**src/rtl/fetch_control_if.sv**
```systemverilog
// Fetch-stage bus: instruction-memory port, redirect/halt controls and the
// decoupled instruction output toward decode.
//   master : fetch_control side (drives imem_pc, out_*, state)
//   slave  : environment side (memory, branch unit, decode)
interface fetch_control_if;
    localparam int unsigned PC_W    = 16;
    localparam int unsigned INSTR_W = 16;

    logic [PC_W-1:0]    imem_pc;
    logic [INSTR_W-1:0] imem_instr;
    logic               redirect_valid;
    logic [PC_W-1:0]    redirect_pc;
    logic               halt;
    logic               out_valid;
    logic               out_ready;
    logic [INSTR_W-1:0] out_instr;
    logic [PC_W-1:0]    out_pc;
    logic [1:0]         state;

    modport master (
        output imem_pc, out_valid, out_instr, out_pc, state,
        input  imem_instr, redirect_valid, redirect_pc, halt, out_ready
    );

    modport slave (
        input  imem_pc, out_valid, out_instr, out_pc, state,
        output imem_instr, redirect_valid, redirect_pc, halt, out_ready
    );
endinterface

```
**src/rtl/fetch_control.sv**
```systemverilog
// Instruction fetch controller with a 2-entry {pc, instr} output buffer.
// Ports:
//   clk   : clock, rising edge
//   rst_n : synchronous active-low reset
//   bus   : fetch_control_if.master (imem port, redirect/halt, out handshake, state)
module fetch_control #(
    parameter logic [15:0] RESET_PC = 16'h0000,
    parameter logic [15:0] PC_LIMIT = 16'h01FE
) (
    input  logic                   clk,
    input  logic                   rst_n,
    fetch_control_if.master        bus
);
    localparam int unsigned PC_W    = 16;
    localparam int unsigned INSTR_W = 16;
    localparam int unsigned CNT_W   = 2;

    typedef enum logic [1:0] {
        S_IDLE   = 2'd0,
        S_FETCH  = 2'd1,
        S_STALL  = 2'd2,
        S_HALTED = 2'd3
    } state_e;

    state_e             state_q, state_d;
    logic [PC_W-1:0]    imem_pc_q, imem_pc_d;
    logic [CNT_W-1:0]   count_q, count_d;
    logic [PC_W-1:0]    pc0_q, pc0_d, pc1_q, pc1_d;
    logic [INSTR_W-1:0] instr0_q, instr0_d, instr1_q, instr1_d;

    logic               pop_c;
    logic               push_c;
    logic               full_c;
    logic               redirect_c;
    logic [CNT_W-1:0]   count_after_pop_c;

    // State register and buffer storage
    always_ff @(posedge clk) begin
        if (!rst_n) begin
            state_q   <= S_IDLE;
            imem_pc_q <= RESET_PC;
            count_q   <= '0;
            pc0_q     <= '0;
            pc1_q     <= '0;
            instr0_q  <= '0;
            instr1_q  <= '0;
        end else begin
            state_q   <= state_d;
            imem_pc_q <= imem_pc_d;
            count_q   <= count_d;
            pc0_q     <= pc0_d;
            pc1_q     <= pc1_d;
            instr0_q  <= instr0_d;
            instr1_q  <= instr1_d;
        end
    end

    // Next-state, fetch-address and buffer update
    always_comb begin
        state_d           = state_q;
        imem_pc_d         = imem_pc_q;
        count_d           = count_q;
        pc0_d             = pc0_q;
        pc1_d             = pc1_q;
        instr0_d          = instr0_q;
        instr1_d          = instr1_q;
        push_c            = 1'b0;
        full_c            = (count_q == CNT_W'(2));
        pop_c             = (count_q != '0) && bus.out_ready;
        redirect_c        = bus.redirect_valid && (state_q != S_IDLE);
        count_after_pop_c = count_q - CNT_W'(pop_c);

        if (redirect_c) begin
            // Redirect wins over halt; any pending transfer still completes.
            state_d   = S_FETCH;
            imem_pc_d = bus.redirect_pc & ~PC_W'(1);
        end else begin
            unique case (state_q)
                S_IDLE: state_d = S_FETCH;
                S_FETCH: begin
                    if (bus.halt) begin
                        state_d = S_HALTED;
                    end else if (!full_c || pop_c) begin
                        push_c = 1'b1;
                    end else begin
                        state_d = S_STALL;
                    end
                end
                S_STALL: begin
                    if (bus.halt) begin
                        state_d = S_HALTED;
                    end else if (pop_c) begin
                        // Same imem_pc is presented again in FETCH next cycle.
                        state_d = S_FETCH;
                    end
                end
                S_HALTED: state_d = S_HALTED;
                default:  state_d = S_IDLE;
            endcase
        end

        if (push_c) begin
            imem_pc_d = (imem_pc_q == PC_LIMIT) ? RESET_PC : imem_pc_q + PC_W'(2);
        end

        // Head is always entry 0; a pop shifts entry 1 forward.
        if (pop_c) begin
            pc0_d    = pc1_q;
            instr0_d = instr1_q;
        end
        if (push_c) begin
            if (count_after_pop_c == '0) begin
                pc0_d    = imem_pc_q;
                instr0_d = bus.imem_instr;
            end else begin
                pc1_d    = imem_pc_q;
                instr1_d = bus.imem_instr;
            end
        end
        count_d = redirect_c ? '0 : count_after_pop_c + CNT_W'(push_c);
    end

    assign bus.imem_pc   = imem_pc_q;
    assign bus.out_valid = (count_q != '0);
    assign bus.out_instr = instr0_q;
    assign bus.out_pc    = pc0_q;
    assign bus.state     = state_q;

endmodule

```
**src/flat_wrapper.sv**
```systemverilog
// flat-port wrapper written by rule: the top's interface ports become plain ports
module fetch_control_flat 
#(
    parameter logic [15:0] RESET_PC = 16'h0000,
    parameter logic [15:0] PC_LIMIT = 16'h01FE
)
  (clk, rst_n, bus_imem_pc, bus_out_valid, bus_out_instr, bus_out_pc, bus_state, bus_imem_instr, bus_redirect_valid, bus_redirect_pc, bus_halt, bus_out_ready);
  fetch_control_if bus_i ();
  input  logic clk;
  input  logic rst_n;
  output wire logic [$bits(bus_i.imem_pc)-1:0] bus_imem_pc;
  output wire logic [$bits(bus_i.out_valid)-1:0] bus_out_valid;
  output wire logic [$bits(bus_i.out_instr)-1:0] bus_out_instr;
  output wire logic [$bits(bus_i.out_pc)-1:0] bus_out_pc;
  output wire logic [$bits(bus_i.state)-1:0] bus_state;
  input wire logic [$bits(bus_i.imem_instr)-1:0] bus_imem_instr;
  input wire logic [$bits(bus_i.redirect_valid)-1:0] bus_redirect_valid;
  input wire logic [$bits(bus_i.redirect_pc)-1:0] bus_redirect_pc;
  input wire logic [$bits(bus_i.halt)-1:0] bus_halt;
  input wire logic [$bits(bus_i.out_ready)-1:0] bus_out_ready;
  assign bus_imem_pc = bus_i.imem_pc;
  assign bus_out_valid = bus_i.out_valid;
  assign bus_out_instr = bus_i.out_instr;
  assign bus_out_pc = bus_i.out_pc;
  assign bus_state = bus_i.state;
  assign bus_i.imem_instr = bus_imem_instr;
  assign bus_i.redirect_valid = bus_redirect_valid;
  assign bus_i.redirect_pc = bus_redirect_pc;
  assign bus_i.halt = bus_halt;
  assign bus_i.out_ready = bus_out_ready;
  fetch_control #(.RESET_PC(RESET_PC), .PC_LIMIT(PC_LIMIT)) u_core (.clk(clk), .rst_n(rst_n), .bus(bus_i));
endmodule
```
**config.mk**
```make
export PLATFORM = sky130hd
export DESIGN_NAME = fetch_control_flat
export DESIGN_NICKNAME = d
export VERILOG_FILES = /design/src/rtl/fetch_control_if.sv /design/src/rtl/fetch_control.sv /design/src/flat_wrapper.sv
export SDC_FILE = /design/constraint.sdc
export NUM_CORES = 1
export LEC_CHECK = 0
export ABC_AREA = 1
export CAP_MARGIN = 5
export CORE_ASPECT_RATIO = 2
export CORE_MARGIN = 3
export CORE_UTILIZATION = 54
export DETAILED_ROUTE_END_ITERATION = 6
export GPL_ROUTABILITY_DRIVEN = 0
export PLACE_DENSITY = 0.83
export SYNTH_ARGS = -nofsm -noshare
export SYNTH_HDL_FRONTEND = slang
export SYNTH_SLANG_ARGS = --single-unit
```
**constraint.sdc**
```tcl
create_clock -name clk -period 3.3 [get_ports clk]
set_input_delay 0.66 -clock clk [delete_from_list [all_inputs] [get_ports clk]]
set_output_delay 0.66 -clock clk [all_outputs]
set_load 0.02 [all_outputs]
```
# [Yosys cells after proc, flatten, opt, wreduce, memory -nomap -nowiden]
# Cells that the tools add are included.
[totals] reg_bits=84 input_bits=37 word_cells=54
[classes] n_reduce_logical=13 add_sub_neg=3 eq_ne=9 muxes=19 bitwise=2
[ops] cell="two-way mux 16 bit" n=9
[ops] cell="adder 16 x 2 -> 16 bit (second input constant)" n=1
[ops] cell="== test 16 x 9 -> 1 bit (second input constant)" n=1
[ops] cell="two-way mux 2 bit" n=4
[ops] cell="case mux 2 bit (4 select lines)" n=1
[ops] cell="== test 2 bit (second input constant)" n=3
[ops] cell="AND reduction 2 bit" n=3
[ops] cell="nonzero test 2 bit" n=3
[ops] cell="two-way mux 1 bit" n=5
[ops] cell="zero test 2 bit" n=2
[ops] cell="inequality test 4 x 2 -> 1 bit (second input constant)" n=1
[ops] cell="inequality test 4 x 3 -> 1 bit (second input constant)" n=1
[ops] cell="inequality test 3 x 2 -> 1 bit (second input constant)" n=1
[ops] cell="inequality test 3 bit (second input constant)" n=1
[ops] cell="adder 2 x 1 -> 2 bit" n=1
[ops] cell="== test 2 x 1 -> 1 bit (second input constant)" n=1
[ops] cell="logical AND 1 bit" n=2
[ops] cell="NOT 1 bit" n=2
[ops] cell="OR reduction 2 bit" n=1
[ops] cell="subtractor 2 x 1 -> 2 bit" n=1
[ops] cell="zero test 1 bit" n=1
[ops] cell="logical OR 1 bit" n=1

# [Depth between registers and ports, before layout]
[depth] word_depth=8 mapped_depth=14 ltp_nobuf=12

# [Worst setup path after synthesis]
# Ideal clock, no wire load.
[synth_timing] path_kind="input-to-reg" start="in bus_out_ready" end="reg u_core.pc1_q[11]" stages=11 path_buffers=2 required_ns=3.184 path_slack_ns=1.232 setup_ns=0.116 arrival_ns=1.952 path_cell_list="nand2_2 inv_2 buf_2 ha_1 xor2_1 inv_1 nand2_1 nand2_4 clkbuf_1 o21ai_0 nor2_1"
[synth_via] elab_chain_len=7 word_cells_on_any_way=10 classes_between="1 x add/sub; 4 x mux; 1 x bitwise; 4 x reduce/logical"
[synth_rtl] item="start, declared" line_no="flat_wrapper.sv:20" rtl="input wire logic [$bits(bus_i.out_ready)-1:0] bus_out_ready;"
[synth_rtl] item="logical AND 1 bit *" line_no="fetch_control.sv:69" rtl="pop_c = (count_q != '0) && bus.out_ready;"
[synth_rtl] item="logical OR 1 bit" line_no="fetch_control.sv:83" rtl="end else if (!full_c || pop_c) begin"
[synth_rtl] item="two-way mux 1 bit" line_no="fetch_control.sv:83"
[synth_rtl] item="two-way mux 1 bit" line_no="fetch_control.sv:81" rtl="if (bus.halt) begin"
[synth_rtl] item="two-way mux 1 bit" line_no="fetch_control.sv:78" rtl="unique case (state_q)"
[synth_rtl] item="two-way mux 1 bit" line_no="fetch_control.sv:73" rtl="if (redirect_c) begin"
[synth_rtl] item="AND reduction 2 bit (no source line) *"
[synth_rtl] item="end signal, assigned" line_no="fetch_control.sv:52" rtl="pc1_q <= pc1_d;"
[synth_rtl] item="end, declared" line_no="fetch_control.sv:28" rtl="logic [PC_W-1:0] pc0_q, pc0_d, pc1_q, pc1_d;"
# Mark *: on every way between the ends. The rest lies on a longest branch, timed or not.
# A chain may end at the register's enable or synchronous reset.

# [Final worst setup path]
[layout_timing] start="in bus_out_ready" end="reg u_core.instr1_q[9]"
[layout_via] elab_chain_len=7 word_cells_on_any_way=10 classes_between="1 x add/sub; 4 x mux; 1 x bitwise; 4 x reduce/logical"
[layout_rtl] item="logical AND 1 bit *" line_no="fetch_control.sv:69"
[layout_rtl] item="logical OR 1 bit" line_no="fetch_control.sv:83"
[layout_rtl] item="two-way mux 1 bit" line_no="fetch_control.sv:83"
[layout_rtl] item="two-way mux 1 bit" line_no="fetch_control.sv:81"
[layout_rtl] item="two-way mux 1 bit" line_no="fetch_control.sv:78"
[layout_rtl] item="two-way mux 1 bit" line_no="fetch_control.sv:73"
[layout_rtl] item="AND reduction 2 bit (no source line) *"
[layout_rtl] item="end signal, assigned" line_no="fetch_control.sv:54" rtl="instr1_q <= instr1_d;"
[layout_rtl] item="end, declared" line_no="fetch_control.sv:29" rtl="logic [INSTR_W-1:0] instr0_q, instr0_d, instr1_q, instr1_d;"
# Marked as above.

==> results.txt <==
- Counting I/O delays and the setup requirement, the final critical path takes roughly 2.6 ns.
- Clock-pin slew was measured on the worst setup and hold paths at ~0.06 ns.
- Initial core utilization: approximately 56%
* Proportion of register bits with asynchronous set or reset after synthesis: 0%
- Total CTS buffers: 9
* Worst reg-to-reg path cell count: 12
- By instance count, the leading cell after synthesis is sky130_fd_sc_hd__nand2_1.
- Detailed routing inserted a total of ~4000 vias.
* Fin. Hold Viols: 0
- Synthesis handed over a netlist of 609 instances.
* Longest individual stage delay on the worst path: just under 0.5 ns
* Hold Crit Class: reg2reg
* Count of hold-fix buffers inserted at cts: 0
- By count the netlist is led by sky130_fd_sc_hd__nand2_1, sky130_fd_sc_hd__nor2_1, sky130_fd_sc_hd__dfxtp_1.
- Pleak: ~2.2 nW
- The clock passes through at most 2 buffers.
- Setup repair after global routing left no endpoint under its margin.
* I/O pin cnt: 88
* Area of the multi-input gates: 1977 um^2
- Drt total wl: approximately 10 mm
- Congestion Overflow GR: 0
* Capture point of the worst reg-to-reg path: u_core.instr1_q[9]$_SDFFE_PN0P_
- The run finished with clean final reports.
- Final routed wire length divided by cell count: 13.09 um
- The final layout contains slightly above 700 nets.
- CP top delay family: buffers and inverters
- Counting distinct cell types in the post-synthesis netlist gives 28.
- Synthesis produced a netlist with a net count of ~650.
- The die is approximately 130 um tall.
- The final-report max-slew violation count came to 0.
- The critical path contains buffers and inverters numbering 4 combined.
- Initial antenna violation count: 0
- For this run, the total global-route usage over all layers was measured as 24.30%.
- Critical-path maximum fanout: 32
- Clock latency reported for the late side of the worst-skew pair: 0.33 ns
* Seq/Total Area, Yosys: 41.40%
- Startpoint-to-endpoint class of the critical path: in2reg
- Vias in the first global route: ~3700
- The first global-routing pass estimated 16.19 mm of wire.
- Summing the areas of all and, or, nand and nor instances in the mapped netlist gives 35.75% of the synthesized area.
- For this run, the share of the core covered by cells in the final layout is 71.90%.
- Multiplexer cells account for 0% of the synthesized area.
* Largest family of logic cells by synthesized area: simple AND/OR/NAND/NOR gates
- Setup Slack @ Placement: about 0.44 ns
- Clock root buffer: sky130_fd_sc_hd__clkbuf_16
- Area of the die: 8469 um^2
- After floorplanning, the core was divided into 43 placement rows.
- Post-CTS setup buffers: 0
- The floorplan step set the die width to between 60 and 70 um.
- Router iterations before antenna repair: 4
- After detailed routing, the number of vias per cell comes to ~5.2.
* Storage cell area: 1642 um^2
* Clk sinks: 82
- Post-route ant nets: 0
- Summing internal, switching and leakage power gives between 0.002 and 0.003 W.
* Period Utilization, post-route: about 78%
- Fill cells in the final layout number about 600.
- In this run the tightest slew margin relative to its limit is 63.80%.
- Main flop type after synthesis: sky130_fd_sc_hd__dfxtp_1
- Post-synth EDFFs: 0
* Number of synthesis warnings: 0
- After synthesis, the mean cell area works out to ~6.5 um^2.
* Slew at the pin closest to its max-slew limit: around 0.54 ns
- Pin count of the biggest net entering global routing: 43
- Once the clock tree was built, the resizer swapped 0 gates to a different size.
* Startpoint of the worst hold path: u_core.bus.out_pc[0]$_SDFF_PN0_
* Cells on Worst Hold Path: 2
- IR analysis of the VDD net gives a maximum drop of approximately 0.30 mV.
* Cell with the largest stage delay on the worst path: sky130_fd_sc_hd__clkdlybuf4s50_1
- Post-synthesis compound-gate area fraction: 12.50%
- The worst path meets setup with ~0.73 ns of slack.
* Power Dens Cells: 548.0 nW/um^2
- Sorting the synthesized cells by area gives the leading types as sky130_fd_sc_hd__dfxtp_1, sky130_fd_sc_hd__nand2_1, sky130_fd_sc_hd__nor2_1.
* Core footprint: about 7000 um^2
- Post-synth design cell area: just under 4000 um^2
- The tool flagged a number of max-cap violations equal to 0.
- STA classifies the critical path startpoint as an input pin.
- CP Cell Sequence: clkdlybuf4s50_1, nand2_2, inv_2, ha_1, xor2_1, inv_1, nand2_1, nand2_4, inv_2, nor2_1, nor2_1
* Max Clock Skew: ~0.0028 ns
* CP Data Required Time: roughly 3.6 ns
- The startpoint identified for the worst register-to-register timing path is u_core.count_q[1]$_SDFF_PP0_.
* Diode insertion count for antenna repair: 0
* Area fraction of the dominant cell type after synthesis: between 40% and 50%
* Element type at the critical path end: flop
- Adder-Cell Fraction of Synth Area: less than 1%
- CTS built an H-tree with a depth of 3.
- Final HPWL from detailed placement: 6.746 mm
- Setup violations remaining at the end of the flow were counted as 0.
- Growth of design area from synthesis to finish: 27.80%
* Port bufs: 85
* Residual DRC count: 0
- TritonCTS clock tree: built
* Worst min-delay path endpoint: u_core.bus.out_pc[0]$_SDFF_PN0_
- Fraction of final layout cells sized beyond drive strength 1: 4.699%
- Post-synthesis xor/xnor area fraction: 0.8836%
* Library cell occupying the most area in the post-synthesis netlist: sky130_fd_sc_hd__dfxtp_1
- Synthesized flop and latch total: 82
* 1st-iter DRT viols: 301
* Worst path arrival time: roughly 2.8 ns
- Setup slack on the worst reg-to-reg path comes out at between 1 and 1.5 ns.
- Timing would allow up to 389.3 MHz.
- Sum of negative setup slack: 0 ns
layout by cell type (no fill, tap or decap), types with 5 or more instances in the layout:
cell	count
sky130_fd_sc_hd__a21oi_1	17
sky130_fd_sc_hd__clkdlybuf4s50_1	84
sky130_fd_sc_hd__nand3_1	26
sky130_fd_sc_hd__o21ai_1	10
sky130_fd_sc_hd__nor2_1	152
sky130_fd_sc_hd__inv_2	5
sky130_fd_sc_hd__nand2_1	153
sky130_fd_sc_hd__buf_4	5
sky130_fd_sc_hd__inv_1	36
sky130_fd_sc_hd__nand4_1	7
sky130_fd_sc_hd__o21ai_0	66
sky130_fd_sc_hd__clkbuf_16	9
sky130_fd_sc_hd__dfxtp_1	82
report_power, final:
group	total [W]	switching, W	internal [W]
clock network	0.00100	0.000378	0.000627
logic	0.000610	0.000350	0.000260
registers	0.00116	0.0000812	0.00108
worst max-delay path by stage:
stage / end / cells past startpoint / from / slack [ns]
after floorplan: u_core.pc1_q[11]$_SDFFE_PN0P_ / 11 / bus_out_ready / 1.23
after global placement: u_core.bus.out_pc[6]$_SDFF_PN0_ / 10 / bus_out_ready / 0.53
after detailed placement: u_core.instr1_q[15]$_SDFFE_PN0P_ / 11 / bus_out_ready / 0.44
after CTS: u_core.instr1_q[9]$_SDFFE_PN0P_ / 11 / bus_out_ready / 0.74
after global routing: u_core.instr1_q[9]$_SDFFE_PN0P_ / 11 / bus_out_ready / 0.46
final: u_core.instr1_q[9]$_SDFFE_PN0P_ / 11 / bus_out_ready / 0.73
through the flow:
stage | hold WS (ns) | instances | area (um^2)
2_1_floorplan | 0.4543 | 609 | 3965
3_3_place_gp | 0.4554 | 755 | 4768
3_5_place_dp | 0.4612 | 755 | 4768
4_1_cts | 0.4691 | 771 | 5067
5_1_grt | 0.5019 | 771 | 5067
6_report | 0.4678 | 771 | 5067
state kept, by name (all words and copies together), names as in the netlist:
register              cells
u_core.bus.out_pc        16
u_core.bus.out_instr     16
u_core.instr1_q          16
u_core.count_q            2
u_core.bus.imem_pc       15
u_core.pc1_q             15
u_core.bus.state          2
worst reg2reg max path, stage by stage, from the launching register on:
cell	delay [ns]
sky130_fd_sc_hd__dfxtp_1	0.38
sky130_fd_sc_hd__inv_1	0.05
sky130_fd_sc_hd__nand2_1	0.09
sky130_fd_sc_hd__nand2_2	0.06
sky130_fd_sc_hd__inv_2	0.06
sky130_fd_sc_hd__ha_1	0.15
sky130_fd_sc_hd__xor2_1	0.25
sky130_fd_sc_hd__inv_1	0.10
sky130_fd_sc_hd__nand2_1	0.11
sky130_fd_sc_hd__nand2_4	0.19
sky130_fd_sc_hd__inv_2	0.50
sky130_fd_sc_hd__nor2_1	0.11
sky130_fd_sc_hd__nor2_1	0.13
area by class of cell:
type	count	area share, %
multi-input combinational	452	39.01
tap	90	2.222
timing repair buffer	90	17.43
inverter	41	3.037
clock buffer	14	5.210
clock inverter	2	0.6914
sequential	82	32.39
layer usage:
metal / wire length (um) / up-vias / global-route usage [%]
met5: 0 / - / 0
met4: 384 / 0 / 12.46
met3: 408 / 34 / 4.485
met2: 5378 / 113 / 44.03
met1: 3923 / 1821 / 25.66
li1: - / 2043 / -
cell families (layout without fill, tap and decap cells):
family                     after synthesis  count (layout)
AOI/OAI and AO/OA                       97              97
buffers and inverters                   75             147
DFF                                     82              82
other                                    1               1
adders and majority gates                2               2
xor gates and xnor gates                 4               4
and+or+nand+nor                        348             348
(Power assumes the default switching activity.)
